### src/rtl/ripple_mon_pkg.sv
// Shared types and default sizes for the ripple-counter monitor.
// Holds the snapshot handshake state encoding used by ripple_count_monitor.
package ripple_mon_pkg;

  localparam int CNT_W_DEF  = 4;
  localparam int WRAP_W_DEF = 8;

  typedef enum logic [0:0] {
    SNAP_IDLE = 1'b0,
    SNAP_HOLD = 1'b1
  } snap_state_e;

endpackage

### src/rtl/sync_2ff.sv
// Two-flop synchronizer for a multi-bit asynchronous bus.
// Bits may resolve on different edges; the caller filters for a stable value.
module sync_2ff #(
  parameter int W = 1
) (
  input  logic         clk,
  input  logic         reset_n,
  input  logic [W-1:0] d,
  output logic [W-1:0] q
);

  logic [W-1:0] s1_r;
  logic [W-1:0] s2_r;

  // Synchronizer chain with synchronous active-low clear.
  always_ff @(posedge clk) begin
    if (!reset_n) begin
      s1_r <= '0;
      s2_r <= '0;
    end else begin
      s1_r <= d;
      s2_r <= s1_r;
    end
  end

  assign q = s2_r;

endmodule

### src/rtl/ripple_count_monitor.sv
// Monitors an asynchronous ripple up-counter: filters and synchronizes it,
// counts wraps, flags skipped values and matches, and offers a held snapshot.
module ripple_count_monitor
  import ripple_mon_pkg::*;
#(
  parameter int CNT_W  = CNT_W_DEF,
  parameter int WRAP_W = WRAP_W_DEF
) (
  input  logic                    clk,
  input  logic                    reset_n,
  input  logic [CNT_W-1:0]        q_in,
  input  logic [CNT_W-1:0]        match_val,
  input  logic                    clr,
  input  logic                    snap_req,
  input  logic                    snap_ack,
  output logic [CNT_W-1:0]        q_stable,
  output logic                    wrap_pulse,
  output logic [WRAP_W-1:0]       wrap_cnt,
  output logic                    match_hit,
  output logic                    match_sticky,
  output logic                    skip_err,
  output logic                    snap_valid,
  output logic [WRAP_W+CNT_W-1:0] snap_data
);

  localparam logic [CNT_W-1:0]  CNT_ONES = '1;
  localparam logic [CNT_W-1:0]  CNT_ONE  = {{(CNT_W-1){1'b0}}, 1'b1};
  localparam logic [WRAP_W-1:0] WRAP_MAX = '1;
  localparam logic [WRAP_W-1:0] WRAP_ONE = {{(WRAP_W-1){1'b0}}, 1'b1};

  logic [CNT_W-1:0]        s2_s;
  logic [CNT_W-1:0]        s3_r;
  logic [CNT_W-1:0]        q_stable_r;
  logic [CNT_W-1:0]        old_r;
  logic                    upd_s;
  logic                    upd_r;
  logic                    chk_r;
  logic                    first_r;
  logic                    wrap_ev_s;
  logic                    skip_ev_s;
  logic                    match_ev_s;
  logic [WRAP_W-1:0]       wrap_base_s;
  logic [WRAP_W-1:0]       wrap_nx_s;
  logic [WRAP_W-1:0]       wrap_cnt_r;
  logic                    wrap_pulse_r;
  logic                    match_hit_r;
  logic                    match_sticky_r;
  logic                    skip_err_r;
  snap_state_e             snap_state_r;
  snap_state_e             snap_nx_s;
  logic [WRAP_W+CNT_W-1:0] snap_data_r;
  logic [WRAP_W+CNT_W-1:0] snap_data_nx_s;
  logic                    snap_valid_r;

  sync_2ff #(.W(CNT_W)) u_sync (
    .clk     (clk),
    .reset_n (reset_n),
    .d       (q_in),
    .q       (s2_s)
  );

  // Update qualification and event decode one cycle after the update lands.
  always_comb begin
    upd_s      = (s2_s == s3_r) && (s2_s != q_stable_r);
    wrap_ev_s  = upd_r && chk_r && (old_r == CNT_ONES) && (q_stable_r == '0);
    skip_ev_s  = upd_r && chk_r && (q_stable_r != (old_r + CNT_ONE));
    match_ev_s = upd_r && (q_stable_r == match_val);
  end

  // Saturating wrap count; clear applies before a coincident wrap.
  always_comb begin
    wrap_base_s = clr ? '0 : wrap_cnt_r;
    if (wrap_ev_s && (wrap_base_s != WRAP_MAX)) begin
      wrap_nx_s = wrap_base_s + WRAP_ONE;
    end else begin
      wrap_nx_s = wrap_base_s;
    end
  end

  // Snapshot handshake next-state and capture.
  always_comb begin
    snap_nx_s      = snap_state_r;
    snap_data_nx_s = snap_data_r;
    case (snap_state_r)
      SNAP_IDLE: begin
        if (snap_req) begin
          snap_nx_s      = SNAP_HOLD;
          snap_data_nx_s = {wrap_cnt_r, q_stable_r};
        end else begin
          snap_nx_s = SNAP_IDLE;
        end
      end
      SNAP_HOLD: begin
        if (snap_ack) begin
          snap_nx_s = SNAP_IDLE;
        end else begin
          snap_nx_s = SNAP_HOLD;
        end
      end
      default: snap_nx_s = SNAP_IDLE;
    endcase
  end

  // Filter, event and sticky registers.
  always_ff @(posedge clk) begin
    if (!reset_n) begin
      s3_r           <= '0;
      q_stable_r     <= '0;
      old_r          <= '0;
      upd_r          <= 1'b0;
      chk_r          <= 1'b0;
      first_r        <= 1'b1;
      wrap_cnt_r     <= '0;
      wrap_pulse_r   <= 1'b0;
      match_hit_r    <= 1'b0;
      match_sticky_r <= 1'b0;
      skip_err_r     <= 1'b0;
    end else begin
      s3_r  <= s2_s;
      upd_r <= upd_s;
      if (upd_s) begin
        q_stable_r <= s2_s;
        old_r      <= q_stable_r;
        chk_r      <= ~first_r;
        first_r    <= 1'b0;
      end
      wrap_cnt_r     <= wrap_nx_s;
      wrap_pulse_r   <= wrap_ev_s;
      match_hit_r    <= match_ev_s;
      match_sticky_r <= (match_sticky_r & ~clr) | match_ev_s;
      skip_err_r     <= (skip_err_r & ~clr) | skip_ev_s;
    end
  end

  // Snapshot state and held data.
  always_ff @(posedge clk) begin
    if (!reset_n) begin
      snap_state_r <= SNAP_IDLE;
      snap_data_r  <= '0;
      snap_valid_r <= 1'b0;
    end else begin
      snap_state_r <= snap_nx_s;
      snap_data_r  <= snap_data_nx_s;
      snap_valid_r <= (snap_nx_s == SNAP_HOLD);
    end
  end

  assign q_stable     = q_stable_r;
  assign wrap_pulse   = wrap_pulse_r;
  assign wrap_cnt     = wrap_cnt_r;
  assign match_hit    = match_hit_r;
  assign match_sticky = match_sticky_r;
  assign skip_err     = skip_err_r;
  assign snap_valid   = snap_valid_r;
  assign snap_data    = snap_data_r;

endmodule

### config.mk
export PLATFORM = sky130hd
export DESIGN_NAME = ripple_count_monitor
export DESIGN_NICKNAME = d
export VERILOG_FILES = /design/src/rtl/ripple_mon_pkg.sv /design/src/rtl/sync_2ff.sv /design/src/rtl/ripple_count_monitor.sv
export SDC_FILE = /design/constraint.sdc
export NUM_CORES = 1
export LEC_CHECK = 0
export BUFFER_PORTS_ARGS = -buffer_cell sky130_fd_sc_hd__buf_2
export CORE_MARGIN = 5
export CORE_UTILIZATION = 57
export DETAILED_ROUTE_END_ITERATION = 12
export PLACE_DENSITY = 0.9
export SLEW_MARGIN = 10
export SYNTH_ARGS = -nofsm -noshare
export SYNTH_HDL_FRONTEND = slang
export SYNTH_SLANG_ARGS = --single-unit
### constraint.sdc
create_clock -name clk -period 4 [get_ports clk]
set_input_delay 0.2 -clock clk [delete_from_list [all_inputs] [get_ports clk]]
set_output_delay 0.2 -clock clk [all_outputs]
set_load 0.02 [all_outputs]
Yosys cells after proc, flatten, opt, wreduce, memory -nomap -nowiden
Cells that the tools add are included.

Register bits after elaboration: 48. Input port bits: 13. Output and inout bits: 29.

Add/subtract/negate cells: 2. Equality and inequality tests: 6. Multiplexer cells: 5. Bitwise operators: 7. Reduce and logical (&&, ||, !) cells: 9.

Operators by type and width (number): $mux W8 (2); $add A8 B1 Y8 const B (1); $eq A4 B4 Y1 (2); $ne A4 B4 Y1 (2); $ne A8 B8 Y1 const B (1); $logic_and A1 B1 Y1 (7); $add A4 B1 Y4 const B (1); $eq A4 B4 Y1 const B (1); $logic_not A4 Y1 (1); $not A1 Y1 (3); $and A1 B1 Y1 (2); $mux W1 (2); $or A1 B1 Y1 (2); $pmux W1 S2 (1); $reduce_and A2 Y1 (1).

Depth between registers and ports, before layout
Gate-level depths: netlist (run 1).

Word-level depth: 5. Gate-level depth with buffers: 7. Depth with buffers taken out: 6.

Modules after synthesis
Synthesis (run 1) repeated with hierarchy kept, for this count alone.

Cells, all modules: 217. Area total of the unflattened synthesis: 2000.7 um^2.

Modules (own cells, without submodules): ripple_count_monitor (instances 1, cells each 201, area an instance 1790.5 um^2); sync_2ff (instances 1, cells each 16, area an instance 210.2 um^2).

Least setup slack after synthesis (run 1)
OpenSTA, ideal clock, no wires.

Path kind: reg-to-reg. Start: reg q_stable_r[1], in the netlist q_stable[1]. End: reg wrap_cnt_r[3], in the netlist wrap_cnt[3]. Data arrival time: 2.000 ns. Setup slack: 1.930 ns. Cell stages (with the launch flop): 7. Period minus slack after synthesis: 2.070 ns. Cell sequence: dfxtp_1 buf_2 or2_1 or4_1 buf_2 or4_1 a21oi_1.

Word-level cells in the longest chain between the ends: 4.

Ends and longest elaborated chain: from (decl) (RTL line ripple_count_monitor.sv:33) `logic [CNT_W-1:0] q_stable_r;`; from (signal assigned) (RTL line ripple_count_monitor.sv:122) `q_stable_r <= s2_s;`; $logic_not A4 Y1 (RTL line ripple_count_monitor.sv:65) `wrap_ev_s = upd_r && chk_r && (old_r == CNT_ONES) && (q_stable_r == '0);`; $logic_and A1 B1 Y1 (RTL line ripple_count_monitor.sv:65); $logic_and A1 B1 Y1 (RTL line ripple_count_monitor.sv:73) `if (wrap_ev_s && (wrap_base_s != WRAP_MAX)) begin`; $mux W8 (RTL line ripple_count_monitor.sv:73); to (signal assigned) (RTL line ripple_count_monitor.sv:127) `wrap_cnt_r <= wrap_nx_s;`; to (decl) (RTL line ripple_count_monitor.sv:44) `logic [WRAP_W-1:0] wrap_cnt_r;`.

No other way between the ends. A chain may end at the register's enable or synchronous reset.

Worst setup path in the final report (run 1)
Start: reg old_r[0]. End: reg wrap_cnt_r[3], in the netlist wrap_cnt[3].

Word-level cells in the longest chain between the ends: 5.

Ends and longest elaborated chain: from (decl) (RTL line ripple_count_monitor.sv:34) `logic [CNT_W-1:0] old_r;`; from (signal assigned) (RTL line ripple_count_monitor.sv:123) `old_r <= q_stable_r;`; $eq A4 B4 Y1 (RTL line ripple_count_monitor.sv:65); $logic_and A1 B1 Y1 (2 in series) (RTL line ripple_count_monitor.sv:65); $logic_and A1 B1 Y1 (RTL line ripple_count_monitor.sv:73); $mux W8 (RTL line ripple_count_monitor.sv:73).

No other way between the ends.

==> results.cfg, run 1 <==
[sta]
slew_viol_final = 0
post-route-period-util_pct = 53.5
setup_violations = 0
tns_ns = 0
clock_skew_ns = 0.0156
rsz0062_at_grt = no
max_freq_mhz = 467
slew_headroom_pct = 34.3
tightest_slew_ns = 0.977
min_period_ns = 2.14
hold_viol = 0

[floorplan]
core_area_um2 = 3340
dieArea_um2 = 4750
num_rows = 21
die_width_um = 68.9
dieHeight_um = 68.9
start_util_pct = 59.3
io_pins = 42

[logic_synthesis]
async_flop_share_pct = 0
syn_area_um2 = 1980
synth_fp_nets = 237
synth_seq_cells = 48
synth_top_area_cell = dfxtp_1
synthTopCellsByCount = 48 x dfxtp_1, 35 x nand2_1, 20 x a21oi_1
netlist.area_leader.share_pct = 48.5
syn_inst = 222
ys_warn_count = 0
synth_cell_types = 34
synth_ff_type = dfxtp_1
yosysSeqAreaShare_pct = 48.5
yosysMostFrequentCell = dfxtp_1
synth_area_leaders = dfxtp_1 49%, nand2_1 6.6%, a21oi_1 5.1%
syn_area_per_cell_um2 = 8.92
synth_edf_count = 0

[drt]
postRouteAntennaNets = 0
drt_first_pass_iters = 4
route.detailed.drc = 0
routedWlPerCell_um = 14.0
wl_mm = 4.22
post_drt_via_cell_ratio = 5.52
routed-via-count = 1667
drtIter0Drc = 116

[setup_path]
crit_path_end_kind = register
crit_buf_inv = 0
cp-startpoint = old_r[0]
critPathLaunchType = register
timing.rr.end = wrap_cnt[3]
crit_chain = ha_1 > nand4_1 > or4_1 > or4_1 > a21oi_1
setup.worst_path.end = wrap_cnt[3]
timing_worst_setup_path_type = register to register
path_delay_family = simple AND/OR/NAND/NOR gates
crit_required_ns = 4.30
slowest_delay_ns = 0.64
r2r_setup_slack_ns = 1.86
r2r-start = old_r[0]
r2r_cells = 5
cp.depth = 5
crit_arrival_ns = 2.44
cpMaxStageDelayCell = or4_1
cp_max_fo = 9
path_common_cell = or4_1

[clock_tree]
clk_pin_slew_worst_paths_ns = 0.13
htreeDepth = 2
cts-root-buf = clkbuf_4
cts_setup_buffers = 0
cts_tree = done
post_cts_resized = 0
cts_buffer_depth = 2
cts_hold_buf = 0
numCtsBuffers = 5
clock_latency_ns = 0.37
clock_sinks = 48

[power_and_ir_drop]
p_total_mw = 0.892
cellLeakagePower_nw = 0.984
p_per_area_nw_per_um2 = 392
max-vdd-ir-drop_v = 0.000228

[grt]
gr-total-overflow = 0
grt_max_degree = 28
grt_usage_pct = 19.9
grt_first_pass_wirelength_mm = 6.94
use_met3_pct = 7.29
grtUsageMet1_pct = 22.1
grt-busiest-layer = met2
grt_pass1_vias = 1539
grtUsageMet2_pct = 33.1
antenna_found_initial = 0

[cells_and_area]
final_area_um2 = 2280
fin_nets = 271
area_growth_syn_to_layout_pct = 15.0
n_fill_cell = 278
drive_gt1_share_pct = 18.8
antenna_cells = 0

[hold_path]
hold_start = q_in[3]
hold_path_class = input pin to register

[placed_design]
place.gp.congestion = 0.865
portBuffers = 41
hpwl_mm = 3.02
place_area_um2 = 2180

[run]
max_cap_violations = 0

[status]
outcome = completed
## routing by layer
layer,vias to the layer above,wire [µm]
li1,832,-
met1,781,1740
met2,42,2110
met3,12,281
met4,0,89
met5,-,0
## cells in the final DEF, fill, tap and decap left out, types with 5 or more instances in the layout
cell and instances:
xor2_1 8, nand2_1 35, mux2i_1 6, xnor2_1 9, buf_2 41, and2_1 14
a21oi_1 20, o21ai_0 6, dfxtp_1 48, clkbuf_4 5, nand3_1 10, nand2b_1 5
nand4_1 6
## state kept, by name (all words and copies together) (netlist names)
register / flops
match_sticky: 1
wrap_cnt: 8
snap_valid: 1
skip_err: 1
chk_r: 1
old_r: 4
first_r: 1
q_stable: 4
match_hit: 1
u_sync.q: 4
wrap_pulse: 1
s3_r: 4
u_sync.s1_r: 4
upd_r: 1
snap_data: 12
## cell type report
| type | count | area, µm² | share of cell area (%) |
|---|---|---|---|
| flip-flops and latches | 48 | 961 | 42.2 |
| multi-input cells | 158 | 948 | 41.6 |
| repair buffers | 41 | 205 | 9.01 |
| clock inverters | 2 | 60.1 | 2.64 |
| well taps | 46 | 57.6 | 2.53 |
| clock buffers | 5 | 37.5 | 1.65 |
| inverters | 2 | 7.51 | 0.330 |
## kinds of logic after synthesis
family | Yosys count | share of synthesized area, %
buf+inv | 16 | 3.54
fa+ha+maj | 2 | 1.26
compound gates | 39 | 11.6
mux | 6 | 3.03
flops | 48 | 48.5
xor+xnor | 17 | 7.52
simple gates | 94 | 24.5
## where the power goes
| group | switching (mW) | internal [mW] | leakage, nW |
|---|---|---|---|
| combinational | 0.0364 | 0.0223 | 0.544 |
| clock | 0.147 | 0.191 | 0.0513 |
| sequential | 0.00727 | 0.488 | 0.389 |
## worst min-delay path by stage
stage                           endpoint  slack [ns]  cells past startpoint
after detailed placement  u_sync.s1_r[3]        0.41                      2
after CTS                 u_sync.s1_r[3]        0.02                      2
after floorplan           u_sync.s1_r[0]        0.33                      1
final                     u_sync.s1_r[3]        0.04                      2
after global placement    u_sync.s1_r[3]        0.40                      2
after global routing      u_sync.s1_r[2]        0.02                      2
## per-stage QoR
stage,utilization (%),worst slack [ns],std cells,hold slack (ns)
after floorplan,-,1.93,222,0.327
after global placement,65.3,1.98,295,0.404
after detailed placement,65.3,1.91,295,0.413
after CTS,68.2,1.87,302,0.0207
after global routing,68.2,1.71,302,0.0248
final,68.2,1.86,302,0.0372
## worst register-to-register path: cells and delay by family (launching register included)
kind,cells,cell delay [ns]
AND/OR/NAND/NOR,3,1.33
flip-flops,1,0.41
adder cells (fa/ha/maj),1,0.20
AO/OA/AOI/OAI,1,0.15
Power figures use the tool's default switching activity.
==> inputs of run 2 (changes only) <==
--- a/config.mk
+++ b/config.mk
@@ -5,11 +5,12 @@
 export SDC_FILE = /design/constraint.sdc
 export NUM_CORES = 1
 export LEC_CHECK = 0
+export ABC_AREA = 1
 export BUFFER_PORTS_ARGS = -buffer_cell sky130_fd_sc_hd__buf_2
 export CORE_MARGIN = 5
-export CORE_UTILIZATION = 57
+export CORE_UTILIZATION = 54
 export DETAILED_ROUTE_END_ITERATION = 12
-export PLACE_DENSITY = 0.9
+export PLACE_DENSITY = 0.85
 export SLEW_MARGIN = 10
 export SYNTH_ARGS = -nofsm -noshare
 export SYNTH_HDL_FRONTEND = slang
==> constraint.sdc (replaced) <==
create_clock -name clk -period 2 [get_ports clk]
set_input_delay 0.1 -clock clk [delete_from_list [all_inputs] [get_ports clk]]
set_output_delay 0.1 -clock clk [all_outputs]
set_load 0.02 [all_outputs]
==> run 2 against run 1 <==
Net effect:
- flip-flop and latch count unchanged
- setup slack worse by 1.4 ns
- total power rose to 2.5 times the previous value
- hold slack better by 0.011 ns
- global-route usage down 0.71 points
- largest cell class is now multi-input gates
- combinational power rose to 9.6 times the previous value
- critical path type unchanged
- core utilization down 4.6 points
- maximum frequency up 39%
- synthesized cell count up 36%
- routed wire length up 9.6%
==> results.cfg, run 2 <==
[setup_path]
r2r-start = wrap_cnt[0]
crit_arrival_ns = 1.77
r2r_cells = 9
critPathLaunchType = register
crit_buf_inv = 2
crit_path_end_kind = register
slowest_delay_ns = 0.39
timing_worst_setup_path_type = register to register
cp.depth = 9
crit_chain = nand2_1 > inv_1 > ha_1 > nand3_1 > inv_1 > nand2_1 > nand2_2 > nand2_1 > a21oi_1
cp-startpoint = wrap_cnt[0]
cp_max_fo = 7
path_delay_family = simple AND/OR/NAND/NOR gates
timing.rr.end = wrap_cnt[0]
cpMaxStageDelayCell = dfxtp_1
setup.worst_path.end = wrap_cnt[0]
r2r_setup_slack_ns = 0.46
crit_required_ns = 2.23
path_common_cell = nand2_1

[logic_synthesis]
async_flop_share_pct = 0
yosysMostFrequentCell = nand2_1
synth_area_leaders = dfxtp_1 45%, nand2_1 14%, nor2_1 6.4%
ys_warn_count = 0
syn_area_um2 = 2160
synth_compound_area_share_pct = 10.4
syn_inst = 302
synth_edf_count = 0
synth_top_area_cell = dfxtp_1
synth_mux_area_share_pct = 0
syn_area_per_cell_um2 = 7.14
synth-simple-area-share_pct = 28.9
synthTopCellsByCount = 80 x nand2_1, 48 x dfxtp_1, 37 x nor2_1
synth_fp_nets = 317
synth_cell_types = 26
netlist.area_leader.share_pct = 44.5
synth_ff_type = dfxtp_1
synthAdderAreaFrac_pct = 1.16
synth_seq_cells = 48
synthXorXnorAreaFrac_pct = 5.28
yosysSeqAreaShare_pct = 44.5
synth_top_family_by_area = simple AND/OR/NAND/NOR gates

[placed_design]
place.gp.congestion = 0.886
placed_cells = 385
post-place-ws_ns = 0.496
portBuffers = 41
hpwl_mm = 3.24

[clock_tree]
cts_hold_buf = 4
cts_setup_buffers = 0
cts_tree = done
post_cts_resized = 0
clock_sinks = 48
clock_latency_ns = 0.30
cts-root-buf = clkbuf_8
clk_pin_slew_worst_paths_ns = 0.09
cts_buffer_depth = 2
numCtsBuffers = 5
htreeDepth = 2

[drt]
route.detailed.drc = 0
postRouteAntennaNets = 0
routed-via-count = 1960
drtIter0Drc = 143
routedWlPerCell_um = 11.6
post_drt_via_cell_ratio = 4.94
drt_first_pass_iters = 4
wl_mm = 4.62

[cells_and_area]
antenna_cells = 0
final_cell_mix = 80 x nand2_1, 48 x dfxtp_1, 41 x buf_2
mostFrequentLayoutCell = nand2_1
final_core_util_pct = 63.7
stdcell_count = 397
area_growth_syn_to_layout_pct = 16.4
fin_nets = 361
n_fill_cell = 335
drive_gt1_share_pct = 17.6
largest_reg_flops = 12

[grt]
grt_max_degree = 35
grt_usage_pct = 19.2
grt_first_pass_wirelength_mm = 7.98
antenna_found_initial = 0
gr-total-overflow = 0
grt_pass1_vias = 1818

[power_and_ir_drop]
cellLeakagePower_nw = 1.29
max-vdd-ir-drop_v = 0.000670
p_total_mw = 2.27
p_per_area_nw_per_um2 = 905

[sta]
slew_viol_final = 0
tns_ns = 0
min_period_ns = 1.54
fin_ws_ns = 0.460
slew_headroom_pct = 69.6
rsz0062_at_grt = no
tightest_slew_ns = 0.455
hold_viol = 0
max_freq_mhz = 650
post-route-period-util_pct = 77.0
setup_violations = 0
clock_skew_ns = 0.00566

[floorplan]
start_util_pct = 54.7
num_rows = 23
dieArea_um2 = 5360
io_pins = 42
core_area_um2 = 3940
die_width_um = 73.2
dieHeight_um = 73.2

[run]
max_cap_violations = 0

[hold_path]
hold_path_class = input pin to register

[status]
outcome = completed
[run 2: layer usage]
layer | up-vias | part of all wire [%] | track usage (%)
li1 | 1022 | - | -
met5 | - | 0 | 0
met4 | 0 | 1.9 | 9.84
met2 | 62 | 44 | 27.9
met1 | 868 | 47 | 25.9
met3 | 8 | 6.8 | 5.23
[run 2: report_power, final]
group | internal (mW) | total, mW | switching, mW | leakage (nW)
logic | 0.210 | 0.561 | 0.352 | 0.853
clock network | 0.248 | 0.577 | 0.329 | 0.0404
registers | 1.04 | 1.13 | 0.0926 | 0.393
[run 2: worst min path at each step]
stage	from	cells after the start	end
floorplan	q_in[0]	2	u_sync.s1_r[0]
global placement	q_in[0]	3	u_sync.s1_r[0]
detailed placement	q_in[3]	3	u_sync.s1_r[3]
CTS	snap_ack	4	snap_valid
global route	snap_ack	4	snap_valid
finish	snap_ack	4	snap_valid
[run 2: worst reg2reg max path, cell delays in order, from the launching register on]
cell and delay, ns:
dfxtp_1 0.39, nand2_1 0.09, inv_1 0.08, ha_1 0.17
nand3_1 0.13, inv_1 0.13, nand2_1 0.09, nand2_2 0.14
nand2_1 0.08, a21oi_1 0.16
[run 2: metrics by stage]
step / cell area, µm² / hold WS (ns)
final: 2510 / 0.0477
after global routing: 2510 / 0.0512
after CTS: 2510 / 0.0410
after detailed placement: 2380 / 0.285
after global placement: 2380 / 0.281
after floorplan: 2160 / 0.198
[run 2: layout make-up]
cell class	instances	area, µm²	area share (%)
multi-input combinational	205	987	39.3
sequential	48	961	38.3
timing repair buffer	47	260	10.4
inverter	39	146	5.83
clock buffer	5	68.8	2.74
tap	50	62.6	2.49
clock inverter	3	23.8	0.947
[run 2: logic make-up (layout without fill, tap and decap cells)]
logic type / count (synthesis) / in the layout
compound gates: 43 / 43
flops: 48 / 48
xor+xnor: 13 / 13
simple gates: 147 / 147
fa+ha+maj: 2 / 2
buf+inv: 49 / 94
